$ cat src/rtl/cp0_unit.sv
// Coprocessor-0 SR/Cause/EPC/PRId file with exception/interrupt arbitration; optional CP0_EPC_BYPASS_EN forwards mtc0 EPC data onto epc.
// Latency: dout/req combinational; register writes visible the cycle after the edge; Cause.IP lags hwint by one cycle.
// Backpressure: none; req is a flush request the pipeline must honour on the same edge.
module cp0_unit #(
  parameter logic [31:0] PRID = 32'h0000_4D49
) (
  input  logic        clk,
  input  logic        reset,
  input  logic [4:0]  a1,
  input  logic [4:0]  a2,
  input  logic [31:0] din,
  input  logic        we,
  input  logic [31:0] pc,
  input  logic        bd,
  input  logic        exc_valid,
  input  logic [4:0]  exc_code,
  input  logic        eret,
  input  logic [5:0]  hwint,
  output logic [31:0] dout,
  output logic [31:0] epc,
  output logic        req
);

  logic [5:0]  sr_im;
  logic        sr_exl;
  logic        sr_ie;
  logic        cause_bd;
  logic [5:0]  cause_ip;
  logic [4:0]  cause_exc;
  logic [31:0] epc_q;

  logic        int_req;
  logic        exc_req;
  logic [31:0] epc_next;

  assign int_req  = (|(hwint & sr_im)) & sr_ie & ~sr_exl;
  assign exc_req  = exc_valid & ~sr_exl;
  // state is undefined before the first reset edge, so hold req low throughout reset
  assign req      = (int_req | exc_req) & ~reset;
  assign epc_next = bd ? (pc - 32'd4) : pc;

  always_ff @(posedge clk) begin
    if (reset) begin
      sr_im     <= '0;
      sr_exl    <= 1'b0;
      sr_ie     <= 1'b0;
      cause_bd  <= 1'b0;
      cause_ip  <= '0;
      cause_exc <= '0;
      epc_q     <= '0;
    end else begin
      cause_ip <= hwint;
      if (req) begin
        sr_exl    <= 1'b1;
        cause_bd  <= bd;
        cause_exc <= int_req ? 5'd0 : exc_code;
        epc_q     <= {epc_next[31:2], 2'b00};
      end else begin
        if (we && a2 == 5'd12) begin
          sr_im  <= din[15:10];
          sr_exl <= din[1];
          sr_ie  <= din[0];
        end
        if (we && a2 == 5'd14) begin
          epc_q <= {din[31:2], 2'b00};
        end
        // placed last so an eret clear overrides a same-edge EXL write
        if (eret) begin
          sr_exl <= 1'b0;
        end
      end
    end
  end

  always_comb begin
    dout = '0;
    case (a1)
      5'd12:   dout = {16'b0, sr_im, 8'b0, sr_exl, sr_ie};
      5'd13:   dout = {cause_bd, 15'b0, cause_ip, 3'b0, cause_exc, 2'b0};
      5'd14:   dout = epc_q;
      5'd15:   dout = PRID;
      default: dout = '0;
    endcase
  end

`ifdef CP0_EPC_BYPASS_EN
  assign epc = (we && a2 == 5'd14 && !req && !reset) ? {din[31:2], 2'b00} : epc_q;
`else
  assign epc = epc_q;
`endif

endmodule

$ cat config.mk
export PLATFORM = sky130hd
export DESIGN_NAME = cp0_unit
export DESIGN_NICKNAME = d
export VERILOG_FILES = /design/src/rtl/cp0_unit.sv
export SDC_FILE = /design/constraint.sdc
export NUM_CORES = 1
export LEC_CHECK = 0
export CELL_PAD_IN_SITES_DETAIL_PLACEMENT = 1
export CELL_PAD_IN_SITES_GLOBAL_PLACEMENT = 1
export CORE_MARGIN = 2
export CORE_UTILIZATION = 45
export CTS_BUF_LIST = sky130_fd_sc_hd__clkbuf_16
export DETAILED_ROUTE_END_ITERATION = 10
export DONT_BUFFER_PORTS = 1
export GPL_TIMING_DRIVEN = 0
export HOLD_SLACK_MARGIN = 0.05
export PLACE_DENSITY_LB_ADDON = 0.1
export SKIP_LAST_GASP = 1
export SLEW_MARGIN = 10
export SYNTH_ARGS = -nofsm -noshare
export SYNTH_HDL_FRONTEND = slang
export SYNTH_SLANG_ARGS = --single-unit
export TNS_END_PERCENT = 50
$ cat constraint.sdc
create_clock -name clk -period 3.6 [get_ports clk]
set_clock_uncertainty 0.2 [all_clocks]
set_input_delay 1.08 -clock clk [delete_from_list [all_inputs] [get_ports clk]]
set_output_delay 1.08 -clock clk [all_outputs]
set_load 0.01 [all_outputs]
Yosys cells after proc, flatten, opt, wreduce, memory -nomap -nowiden
Cells that the tools add are included.

Input port bits: 91. Memories: 0. ROM bits: 0. Word-level logic and storage cells: 37. Output and inout bits: 65. Bits in registers: 50. Bits in writable memories: 0. Latch bits: 0.

Add/subtract/negate cells: 1. Equality and inequality tests: 6. Shifts and indexed selects: 0. Magnitude comparators: 0. Multiplexer cells: 8. Bitwise gates (word level): 9. Div/mod/pow operators: 0. Multiply operators: 0. Reduce and logical (&&, ||, !) cells: 6.

Operators by type and width (count): $pmux 32 s4 (1); $mux 32 (3); $sub 32x3->32 const B (1); $eq 5x4->1 const B (6); $and 6x6->6 (1); $reduce_or 6->1 (1); $mux 5 (1); $and 1x1->1 (4); $mux 1 (3); $not 1->1 (3); $reduce_bool 3->1 (1); $logic_and 1x1->1 (2); $reduce_and 2->1 (1); $reduce_bool 2->1 (1); $or 1x1->1 (1).

Depth between registers and ports, before layout
Depth in word-level cells: 8. Mapped depth: 8.

Least setup slack after synthesis
No wires, ideal clock.

Path kind: in2out. From: input hwint[2]. To: output req. Required time: 2.320 ns. Arrival time: 2.210 ns. Buffers on the path: 1. Stages on the path: 5. Path slack: 0.110 ns. Cells stage by stage: a22o_1 or4_4 nand3_2 inv_1 clkbuf_1.

Word-level cells in the longest chain between the ends: 6.

RTL lines: start, declared (line 18) `input logic [5:0] hwint,`; $and 6x6->6 (line 36) `assign int_req = (|(hwint & sr_im)) & sr_ie & ~sr_exl;`; $reduce_or 6->1 (line 36); $and 1x1->1 (2 in a row) (line 36); $or 1x1->1 (line 39) `assign req = (int_req | exc_req) & ~reset;`; $and 1x1->1 (line 39); end, declared (line 21) `output logic req`.

Every way passes these cells.

Worst setup path in the final report
Ends and elaborated chain as after synthesis.

==> qor.yml <==
finish:
  final_util_pct: 51.0
  fill_cells: 814
  diodes: 0
  nNetsFinal: 464
  drive_gt1_share_pct: 12.1
  area_growth_syn_to_layout_pct: 10.2
power:
  p_sw_share_pct: 25.3
  pwr-share-comb_pct: 11.6
  p_int_w: 0.000979
  switchingPower_w: 0.000332
  ir_drop_mv: 0.280
  p_clk_share_pct: 41.5
  cellPowerDensity_nw_per_um2: 379
  power.leakage_nw: 1.42
  power_frac_seq_pct: 46.8
timing:
  finalSetupViolCount: 0
  fin_setup_tns_ns: 0
  drv_slew: 0
  finalCriticalPeriod_ns: 3.54
  hold_ws_ns: 0.303
  rsz0062_at_grt: "false"
  clock.fmax_mhz: 282
  tightest_slew_ns: 0.692
  min_period_over_period_pct: 98.4
  slew_headroom_pct: 53.2
  finalHoldViolCount: 0
detailed_routing:
  wl_per_cell_um: 19.8
  vias: 2674
  wl_um: 9310
  first_pass_iters: 4
  antenna_left: 0
  vias_per_cell: 5.70
  drt_first_iter_violations: 70
  drc: 0
logic_synthesis:
  yosysTopAreaCell: "dfxtp_1"
  yosysWarnings: 0
  syn_area_um2: 3140
  synth_cell_types: 42
  postSynthCellCount: 363
  synth_ff_type: "dfxtp_1"
  avgSynthCellArea_um2: 8.66
  synth_area_leaders: "dfxtp_1 32%, mux2i_1 12%, xor2_1 6.4%, nor2_1 5.7%, a211oi_2 4.0%"
  ys_seq_area_share_pct: 31.8
  synthArstFlopShare_pct: 0
  ys_ff_latch: 50
  yosys.area.top_type_share_pct: 31.8
  synth_edf_count: 0
critical_path:
  worst-endpoint-required_ns: 2.32
  crit_chain: "a22o_1 -> or4_4 -> nand3_2 -> inv_1 -> buf_6"
  worst-r2r-cell-count: 7
  r2r_setup_slack_ns: 1.44
  cp_max_fo: 10
  end_kind: "output port"
  max_stage_delay_ns: 0.55
  crit_type: "primary input to output port"
  crit-reg2reg-launch: "sr_im[2]$_SDFFE_PP0P_"
  arrival_ns: 2.26
  startpoint_type: "primary input"
  rr_endpoint: "epc[20]$_SDFFE_PP0P_"
  slowest_stage: "or4_4"
min_path:
  holdPathStages: 2
  hp-class: "flop to flop"
  hp-start: "cause_exc[4]$_SDFFE_PP0P_"
  hold_end: "cause_exc[4]$_SDFFE_PP0P_"
grt:
  antenna_found_initial: 0
  grtUsageTotal_pct: 23.7
  grt_max_degree: 17
  overflow: 0
  first_global_vias: 2754
  grt_first_pass_wirelength_um: 14100
die:
  rows: 30
  num_io_pins: 156
  core_um2: 6790
  initial_core_util_pct: 46.3
  die_x_um: 87.6
  die_area_um2: 7670
  die_y_um: 87.6
run_status:
  status: "finished, final reports clean"
clock_network:
  clkTransAtPathRegs_ns: 0.07
  cts_tree: "done"
  cts.path.max_buffers: 2
  htree_levels: 2
  cts-buffers-inserted: 5
  cts_num_sinks: 50
  hold_buffers: 0
  clockRootBuffer: "clkbuf_16"
  clock_latency_ns: 0.28
placement:
  dp_hpwl_um: 7320
  place_congestion: 0.877
  port_buffers: 0
flow_run:
  maxCapViolations: 0
worst max-delay path: cells and delay by family:
| kind | cells | cell delay, ns |
|---|---|---|
| compound gates | 1 | 0.25 |
| buf+inv | 2 | 0.26 |
| simple gates | 2 | 0.67 |
cell usage in the layout, fill, tap and decap left out, types with 3 or more instances in the layout:
cell type	count
a211oi_2	10
and2_1	18
nor3_1	5
o31ai_1	3
inv_1	3
nand4b_1	5
nor2_1	48
buf_4	4
nor2b_1	13
o21ai_0	4
a21o_1	16
xor2_1	23
mux2i_1	39
clkbuf_16	5
nor3b_1	3
a22o_1	3
buf_2	8
nor4_1	4
nand2_1	9
a22oi_1	9
xnor2_1	5
nand3b_1	7
clkbuf_1	10
a211oi_1	6
a21oi_1	23
dfxtp_1	50
nand3_1	8
buf_6	4
area by class of cell:
class | count | area (µm²) | share of cell area (%)
inverters | 3 | 11.3 | 0.325
well taps | 96 | 120 | 3.47
plain buffers | 27 | 155 | 4.48
multi-input cells | 284 | 2000 | 57.7
flip-flops and latches | 50 | 1000 | 28.9
clock buffers | 5 | 125 | 3.61
clock inverters | 3 | 43.8 | 1.26
repair buffers | 1 | 7.51 | 0.217
state kept, by name (all words and copies together) (netlist names):
signal	cells
sr_ie	1
sr_im	6
cause_bd	1
sr_exl	1
cause_exc	5
epc	30
cause_ip	6
synth_stat cells (all sizes together) (7+ instances only):
cell type  number
a211oi         16
nand2           9
dfxtp          50
xor2           23
and2           19
buf            14
nor2           48
clkbuf         13
mux2i          39
a22oi           9
nand3b          7
nand3           9
a21o           16
nor2b          15
a21oi          23
cells by family after synthesis:
kind of cell,Yosys count,synth area share (%)
XOR/XNOR,28,7.80
adder cells (fa/ha/maj),1,0.398
multiplexers,41,13.1
buffers and inverters,30,4.98
flip-flops,50,31.8
other,1,0.119
AND/OR/NAND/NOR,137,23.8
AO/OA/AOI/OAI,75,17.9
timing repair:
| item | in CTS | in global routing |
|---|---|---|
| gates resized for setup | 5 | 6 |
| hold endpoints to repair | 0 | 0 |
| endpoints found under the setup margin | 20 | 1 |
| setup buffers | 1 | 0 |
metrics by stage:
stage,instances,worst slack (ns),instance area (µm²),total power [W]
6_report,469,0.0586,3460,0.00131
5_1_grt,469,0.00930,3460,0.00136
4_1_cts,469,-0.0684,3460,0.00132
3_5_place_dp,460,-0.566,3270,0.000777
3_3_place_gp,460,-0.561,3270,0.000773
2_1_floorplan,364,0.110,3150,0.000739
layer usage:
metal  vias up  wire length [µm]  GRT usage, %
li1       1291                 -             -
met1      1271              3960          29.8
met2       105              4580          41.1
met3         7               697          6.41
met4         0                72          4.34
met5         -                 0             0
how the worst max path moves through the flow:
stage | start | end | slack (ns) | cells after the start
2_1_floorplan | hwint[2] | req | 0.11 | 5
3_3_place_gp | a1[1] | dout[30] | -0.56 | 4
3_5_place_dp | a1[1] | dout[22] | -0.57 | 4
4_1_cts | hwint[2] | req | -0.07 | 5
5_1_grt | a1[1] | dout[14] | 0.009 | 4
6_report | hwint[2] | req | 0.06 | 5
power by group through the flow:
stage | combinational, W | clock [W] | sequential (W)
after detailed placement | 0.000150 | 0 | 0.000627
after floorplan | 0.000121 | 0 | 0.000618
final | 0.000152 | 0.000545 | 0.000614
after global routing | 0.000169 | 0.000572 | 0.000617
after CTS | 0.000152 | 0.000553 | 0.000614
after global placement | 0.000147 | 0 | 0.000626
Power figures use the tool's default switching activity.
